## src/rtl/game_timer_ctrl.sv

```systemverilog
// Game countdown timer: BCD m:ss display value, one-second prescaler, wrong-entry penalty.
// Freeze/expire/idle sequencing follows the game controller's state code.
module game_timer_ctrl #(
  parameter int          TICKS_PER_SEC = 50000000,
  parameter logic [11:0] START_TIME    = 12'h300
) (
  input  logic        clk,
  input  logic        rst,
  input  logic [7:0]  s_current,
  input  logic        penalty,
  output logic [11:0] cur_time,
  output logic        running,
  output logic        sec_pulse,
  output logic        expired
);

  localparam int PW = (TICKS_PER_SEC > 1) ? $clog2(TICKS_PER_SEC) : 1;

  typedef enum logic [1:0] {S_IDLE, S_RUN, S_FROZEN, S_EXPIRED} state_t;

  state_t          r_state, w_state;
  logic [PW-1:0]   r_presc, w_presc;
  logic [11:0]     r_time, w_time;
  logic            r_running, w_running;
  logic            r_sec_pulse, w_sec_pulse;
  logic            r_expired, w_expired;

  logic            w_tick;
  logic            w_freeze;
  logic            w_release;
  logic [3:0]      w_ded;
  logic [11:0]     w_dec_time;

  function automatic logic [11:0] bcd_dec1(input logic [11:0] t);
    logic [11:0] r;
    r = t;
    if (t[3:0] != 4'd0) r[3:0] = t[3:0] - 4'd1;
    else begin
      r[3:0] = 4'd9;
      if (t[7:4] != 4'd0) r[7:4] = t[7:4] - 4'd1;
      else begin
        r[7:4]  = 4'd5;
        r[11:8] = t[11:8] - 4'd1;
      end
    end
    return r;
  endfunction

  function automatic logic [11:0] bcd_dec10(input logic [11:0] t);
    logic [11:0] r;
    r = t;
    if (t[7:4] != 4'd0) r[7:4] = t[7:4] - 4'd1;
    else begin
      r[7:4]  = 4'd5;
      r[11:8] = t[11:8] - 4'd1;
    end
    return r;
  endfunction

  function automatic logic [9:0] bcd_secs(input logic [11:0] t);
    return 10'(t[11:8]) * 10'd60 + 10'(t[7:4]) * 10'd10 + 10'(t[3:0]);
  endfunction

  assign w_tick    = (r_presc == PW'(TICKS_PER_SEC - 1));
  assign w_freeze  = (s_current == 8'h20) || (s_current == 8'h30);
  assign w_release = (s_current == 8'h21) || (s_current == 8'h31) || (s_current == 8'h00);

  always_comb begin
    w_ded = 4'd0;
    if (w_tick && penalty) w_ded = 4'd11;
    else if (penalty)      w_ded = 4'd10;
    else if (w_tick)       w_ded = 4'd1;
  end

  // Saturate whenever the deduction would reach or pass zero; otherwise borrow digit-wise.
  always_comb begin
    w_dec_time = r_time;
    if (w_ded != 4'd0) begin
      if (bcd_secs(r_time) <= 10'(w_ded)) w_dec_time = 12'h000;
      else if (w_ded == 4'd11)            w_dec_time = bcd_dec10(bcd_dec1(r_time));
      else if (w_ded == 4'd10)            w_dec_time = bcd_dec10(r_time);
      else                                w_dec_time = bcd_dec1(r_time);
    end
  end

  always_comb begin
    w_state     = r_state;
    w_presc     = '0;
    w_time      = r_time;
    w_running   = 1'b0;
    w_sec_pulse = 1'b0;
    w_expired   = 1'b0;
    case (r_state)
      S_IDLE: begin
        w_time = START_TIME;
        if (s_current == 8'h01) begin
          w_state   = S_RUN;
          w_running = 1'b1;
        end
      end
      S_RUN: begin
        if (w_freeze) begin
          w_state = S_FROZEN;
        end else begin
          w_presc     = w_tick ? '0 : r_presc + PW'(1);
          w_time      = w_dec_time;
          w_sec_pulse = w_tick;
          w_running   = 1'b1;
          if ((w_ded != 4'd0) && (w_dec_time == 12'h000)) begin
            w_state   = S_EXPIRED;
            w_expired = 1'b1;
            w_running = 1'b0;
            w_presc   = '0;
          end
        end
      end
      S_FROZEN, S_EXPIRED: begin
        if (w_release) begin
          w_state = S_IDLE;
          w_time  = START_TIME;
        end
      end
      default: begin
        w_state = S_IDLE;
        w_time  = START_TIME;
      end
    endcase
  end

  always_ff @(posedge clk) begin
    if (!rst) begin
      r_state     <= S_IDLE;
      r_presc     <= '0;
      r_time      <= START_TIME;
      r_running   <= 1'b0;
      r_sec_pulse <= 1'b0;
      r_expired   <= 1'b0;
    end else begin
      r_state     <= w_state;
      r_presc     <= w_presc;
      r_time      <= w_time;
      r_running   <= w_running;
      r_sec_pulse <= w_sec_pulse;
      r_expired   <= w_expired;
    end
  end

  assign cur_time  = r_time;
  assign running   = r_running;
  assign sec_pulse = r_sec_pulse;
  assign expired   = r_expired;

endmodule

```

## config.mk

```make
export PLATFORM = sky130hd
export DESIGN_NAME = game_timer_ctrl
export DESIGN_NICKNAME = d
export VERILOG_FILES = /design/src/rtl/game_timer_ctrl.sv
export SDC_FILE = /design/constraint.sdc
export NUM_CORES = 1
export LEC_CHECK = 0
export BUFFER_PORTS_ARGS = -buffer_cell sky130_fd_sc_hd__buf_2
export CORE_ASPECT_RATIO = 0.7
export CORE_MARGIN = 5
export CORE_UTILIZATION = 55
export CTS_CLUSTER_DIAMETER = 40
export CTS_CLUSTER_SIZE = 8
export DETAILED_ROUTE_END_ITERATION = 8
export HOLD_SLACK_MARGIN = 0.15
export PLACE_DENSITY_LB_ADDON = 0.12
export SETUP_SLACK_MARGIN = 0.15
export SYNTH_ARGS = -nofsm -noshare
export SYNTH_HDL_FRONTEND = slang
export SYNTH_SLANG_ARGS = --single-unit
```

## constraint.sdc

```tcl
create_clock -name clk -period 9.5 [get_ports clk]
set_input_delay 0.95 -clock clk [delete_from_list [all_inputs] [get_ports clk]]
set_output_delay 0.95 -clock clk [all_outputs]
set_load 0.005 [all_outputs]
```

---- Word-level counts from Yosys, hierarchy flattened ----
Cells that the tools add are included.
word-level totals
  register bits ........................... 43
  input bits .............................. 11
cells by class
  add/sub/neg operators ................... 8
  multiply operators ...................... 2
  $lt $le $gt $ge ......................... 1
  equality and inequality tests ........... 15
  muxes and demuxes ....................... 29
  bitwise operators ....................... 2
  reduce and logical (&&, ||, !) cells .... 17
operators by type and width
  kind                                                  number
  2-to-1 mux 12 bit                                     6
  case mux 12 bit (3 select lines)                      1
  equality test 8 x 6 -> 1 bit (second input constant)  4
  2-to-1 mux 8 bit                                      4
  2-to-1 mux 4 bit                                      7
  adder 26 x 1 -> 26 bit (second input constant)        1
  equality test 26 bit (second input constant)          1
  subtractor 4 x 1 -> 4 bit (second input constant)     5
  nonzero test 4 bit                                    4
  logical NOT 12 bit                                    1
  adder 10 x 4 -> 10 bit                                1
  adder 10 x 8 -> 10 bit                                1
  less-or-equal comparator 10 x 4 -> 1 bit              1
  equality test 4 bit (second input constant)           2
  equality test 8 x 1 -> 1 bit (second input constant)  1
  logical NOT 8 bit                                     1
  multiplier 4 x 4 -> 8 bit (second input constant)     1
  2-to-1 mux 2 bit                                      4
  multiplier 4 x 3 -> 7 bit (second input constant)     1
  != test 2 bit (second input constant)                 3
  case mux 2 bit (3 select lines)                       1
  2-to-1 mux 1 bit                                      5
  OR reduction 5 bit                                    1
  equality test 2 bit (second input constant)           2
  other kinds (11)                                      15

---- Depth between registers and ports, before layout ----
  word-level depth ........................ 18
  gate-level depth with buffers ........... 19

---- Worst setup path before layout ----
Ideal clock, no wire load.
  path kind ............................... flip-flop to flip-flop
  start ................................... register r_time[10] (netlist: cur_time[10])
  end ..................................... register r_presc[18]
  arrival ................................. 4.733 ns
  data required time ...................... 9.385 ns
  setup slack ............................. 4.652 ns
  stages on the path, launching flop included .. 18
  clock period less this slack ............ 4.848 ns
  path through ............................ dfxtp_1 > fa_1 > fa_1 > inv_1 > fa_1 > inv_1 > ha_1 > ha_1 > a21o_1 > a21oi_1 > a21oi_1 > or3_1 > a211o_1 > o22ai_1 > o221ai_2 > o21ai_4 > buf_8 > nor2_2
on the way
  longest elaborated chain between the ends .. 14
  elaborated cells between the ends (all ways) .. 19
RTL lines
  what                                                                             line  source
  start, declared                                                                  23    logic [11:0] r_time, w_time;
  start signal, assigned                                                           141   r_time <= w_time;
  parallel branches: the longest is 10 deep, another holds adder 10 x 8 -> 10 bit  -
  2-to-1 mux 12 bit (*)                                                            78    if (w_ded != 4'd0) begin
  logical NOT 12 bit (*)                                                           109   if ((w_ded != 4'd0) && (w_dec_time == 12'h000)) begin
  logical AND 1 bit (*)                                                            109
  OR reduction 5 bit (no line) (*)                                                 -
  end signal, assigned                                                             140   r_presc <= w_presc;
  end, declared                                                                    22    logic [PW-1:0] r_presc, w_presc;
Every way passes the cells marked *. The select of a mux whose other input is x is not followed.
A chain may end at the register's enable or synchronous reset.

---- Worst setup path in the final report ----
  start ................................... register r_time[10] (netlist: cur_time[10])
  end ..................................... register r_presc[13]
The elaborated chain is that of the path after synthesis.

==> impl_metrics.toml <==
[clock_network]
cts.htree.levels = 2
path_clk_slew_ps = 90
cts_buffers = 5
cts_tree = "built"
hold_buffers = 0
root_buffer = "clkbuf_8"
cts_buffer_depth = 2
clock_latency_ps = 300
cts_resized = 0
postCtsSetupRepairBufs = 0
clock-sinks = 43

[cells_and_area]
final_nets = 525
drive_above_1_share_pct = 15.35
area.sequential_um2 = 860.8
diodes = 0
multi_input_area_um2 = 2743
n_fill_cell = 610
synthToLayoutAreaGrowth_pct = 7.220

[floorplanning]
die_height_um = 79.50
placementRows = 25
die_area_um2 = 8687
fp.coreArea_um2 = 6725
die_x_um = 109.3
num_io_pins = 26
initial_core_util_pct = 56.43

[power_and_ir_drop]
p_sw_share_pct = 22.15
p_int_uw = 262.7
finalPower_uw = 337.4
pwr-share-clk_pct = 42.2
p_per_area_nw_per_um2 = 82.92
power.switching_uw = 74.73
leakage_uw = 0.001637
pwr-share-seq_pct = 53.4
comb_power_share_pct = 4.4
ir_worst_vdd_uv = 81.79

[worst_setup_path]
worstPathRequired_ps = 9660
rrSetupSlack_ps = 3830
startpoint_type = "flop"
arrival_ps = 5820
critical_path_class = "flop to flop"
r2r_end = "r_presc[13]"
reg2reg_depth = 16
reg2reg_from = "cur_time[10]"
cp-end-kind = "flop"
cp_max_fo = 26

[detailed_routing]
met2_wirelength_um = 3702
antenna_left = 0
wl_met3_um = 688
vias_per_cell = 6.014
vias = 3386
top_layer = "met4"
routed_wl_um = 9226
drc = 0
met1_length_um = 4754
dr.first_iter.drc_count = 288
dr.pass1.iters = 5
wire_per_inst_um = 16.39

[timing]
setup_violations = 0
hold_viol = 0
tns_ps = 0
clock.fmax_ghz = 0.1764
worstMarginPinSlew_ps = 950.1
finalCritPeriodShare_pct = 59.66
layout_min_cycle_time_ps = 5667
rsz0062_at_grt = "false"
fin_skew_ps = 7.467
slew_headroom_pct = 36.23
maxSlewViolCount = 0

[global_routing]
overflow = 0
grt_usage_pct = 22.80
grt_max_degree = 27
grt_pass1_wl_um = 15880
grt_pass1_vias = 3233
antenna_found_initial = 0

[synthesis]
yosysSeqAreaShare_pct = 22.68
synth_cell_types = 73
syn_area_um2 = 3795
synth_seq_cells = 43
synth_ff_type = "dfxtp_1"
netlist_instances = 450
synth_warnings = 0
synth-edff-count = 0
async_flop_share_pct = 0
avgSynthCellArea_um2 = 8.433
syn-num-nets = 506

[hold_path]
hold_class = "flop to flop"
min_to = "r_presc[0]"
worstHoldStart = "r_presc[0]"
holdPathStages = 1

[flow_run]
drv_cap = 0

[placed_design]
routabilityCongestion = 0.9068
dp_hpwl_um = 7038
port_buffers = 25

[status]
outcome = "complete, no violations"
[cell usage in the layout (no fill, tap or decap), types with 14 or more instances in the layout]
cell / n
nand2_1: 29
xnor2_1: 17
o21ai_0: 16
nor2_2: 19
a21oi_1: 22
buf_2: 25
ha_1: 36
inv_1: 27
dfxtp_1: 43
nor2_1: 35
xor2_1: 15
nor2b_1: 14
[stage by stage]
step | area (µm²) | setup slack (ps) | cells | hold WS, ps | utilization (%)
after CTS | 4069 | 3844 | 563 | 476.5 | 60.50
after detailed placement | 3963 | 3839 | 556 | 454.6 | 58.92
after global routing | 4069 | 3433 | 563 | 511.4 | 60.50
final | 4069 | 3833 | 563 | 472.1 | 60.50
after floorplan | 3795 | 4652 | 450 | 438.6 | -
after global placement | 3963 | 4030 | 556 | 453.1 | 58.92
[layout make-up]
type | instances | area share, %
clock buffer | 5 | 1.691
clock inverter | 2 | 0.9225
inverter | 29 | 2.675
multi-input combinational | 364 | 67.40
sequential | 43 | 21.16
tap | 94 | 2.891
timing repair buffer | 26 | 3.260
[per-layer routing]
layer	vias up	global-route usage, %
met3	12	4.285
met2	118	31.25
met5	-	0
met4	0	4.732
met1	1587	36.24
li1	1669	-
[cell families (layout without fill, tap and decap cells)]
| kind of cell | count (synthesis) | count (layout) | synth area share, % |
|---|---|---|---|
| fa+ha+maj | 46 | 46 | 16.88 |
| xor+xnor | 32 | 32 | 7.385 |
| mux | 4 | 4 | 1.088 |
| flops | 43 | 43 | 22.68 |
| compound gates | 110 | 110 | 20.81 |
| buf+inv | 43 | 62 | 5.045 |
| simple gates | 172 | 172 | 26.11 |
[critical path, cell delays in order, from the launching register on]
cell and delay (ps):
dfxtp_1 670, fa_1 560, fa_1 490, ha_1 310, a21o_1 190, a21oi_1 200, xnor2_1 190, ha_1 280
ha_1 240, or3_1 380, a21oi_1 170, nand4_1 190, a211o_1 360, o211ai_1 210, o31ai_1 200, o21ai_4 770
nor2_1 110
[synth_stat cells, drive strengths merged, types with 5 or more instances]
cell	n	area share (%)
inv	29	2.9
nor3	12	2.0
a21o	9	1.8
a31oi	6	0.99
xor2	15	3.5
a21oi	22	2.9
fa	9	4.7
a22oi	6	1.2
o211ai	9	1.9
or3	5	0.96
buf	8	1.6
clkbuf	6	0.59
nand2	30	3.0
and3	6	0.99
nor2b	14	2.3
and2	7	1.2
nand3	12	1.7
nor2	54	6.6
nand4	10	1.6
and4	5	1.2
ha	36	12
dfxtp	43	23
xnor2	17	3.9
o21ai	19	2.8
[worst max path at each step]
stage	startpoint	end	slack, ps	depth (start not counted)
4_1_cts	cur_time[10]	r_presc[13]	3840	16
3_3_place_gp	cur_time[10]	r_presc[13]	4030	16
2_1_floorplan	cur_time[10]	r_presc[18]	4650	17
3_5_place_dp	cur_time[10]	r_presc[13]	3840	16
5_1_grt	cur_time[10]	r_presc[25]	3430	17
6_report	cur_time[10]	r_presc[13]	3830	16
[power by group through the flow]
| stage | clock [µW] | combinational (µW) | sequential (µW) |
|---|---|---|---|
| after global routing | 153 | 16.6 | 180 |
| after CTS | 145 | 14.7 | 180 |
| after detailed placement | 0 | 14.6 | 184 |
| after global placement | 0 | 14.3 | 184 |
| after floorplan | 0 | 9.76 | 184 |
| final | 142 | 14.9 | 180 |
[state kept, by name, indices dropped and copies added, names as in the netlist]
name / flops
sec_pulse: 1
r_presc: 26
running: 1
r_state: 2
expired: 1
cur_time: 12
(Power assumes the default switching activity.)
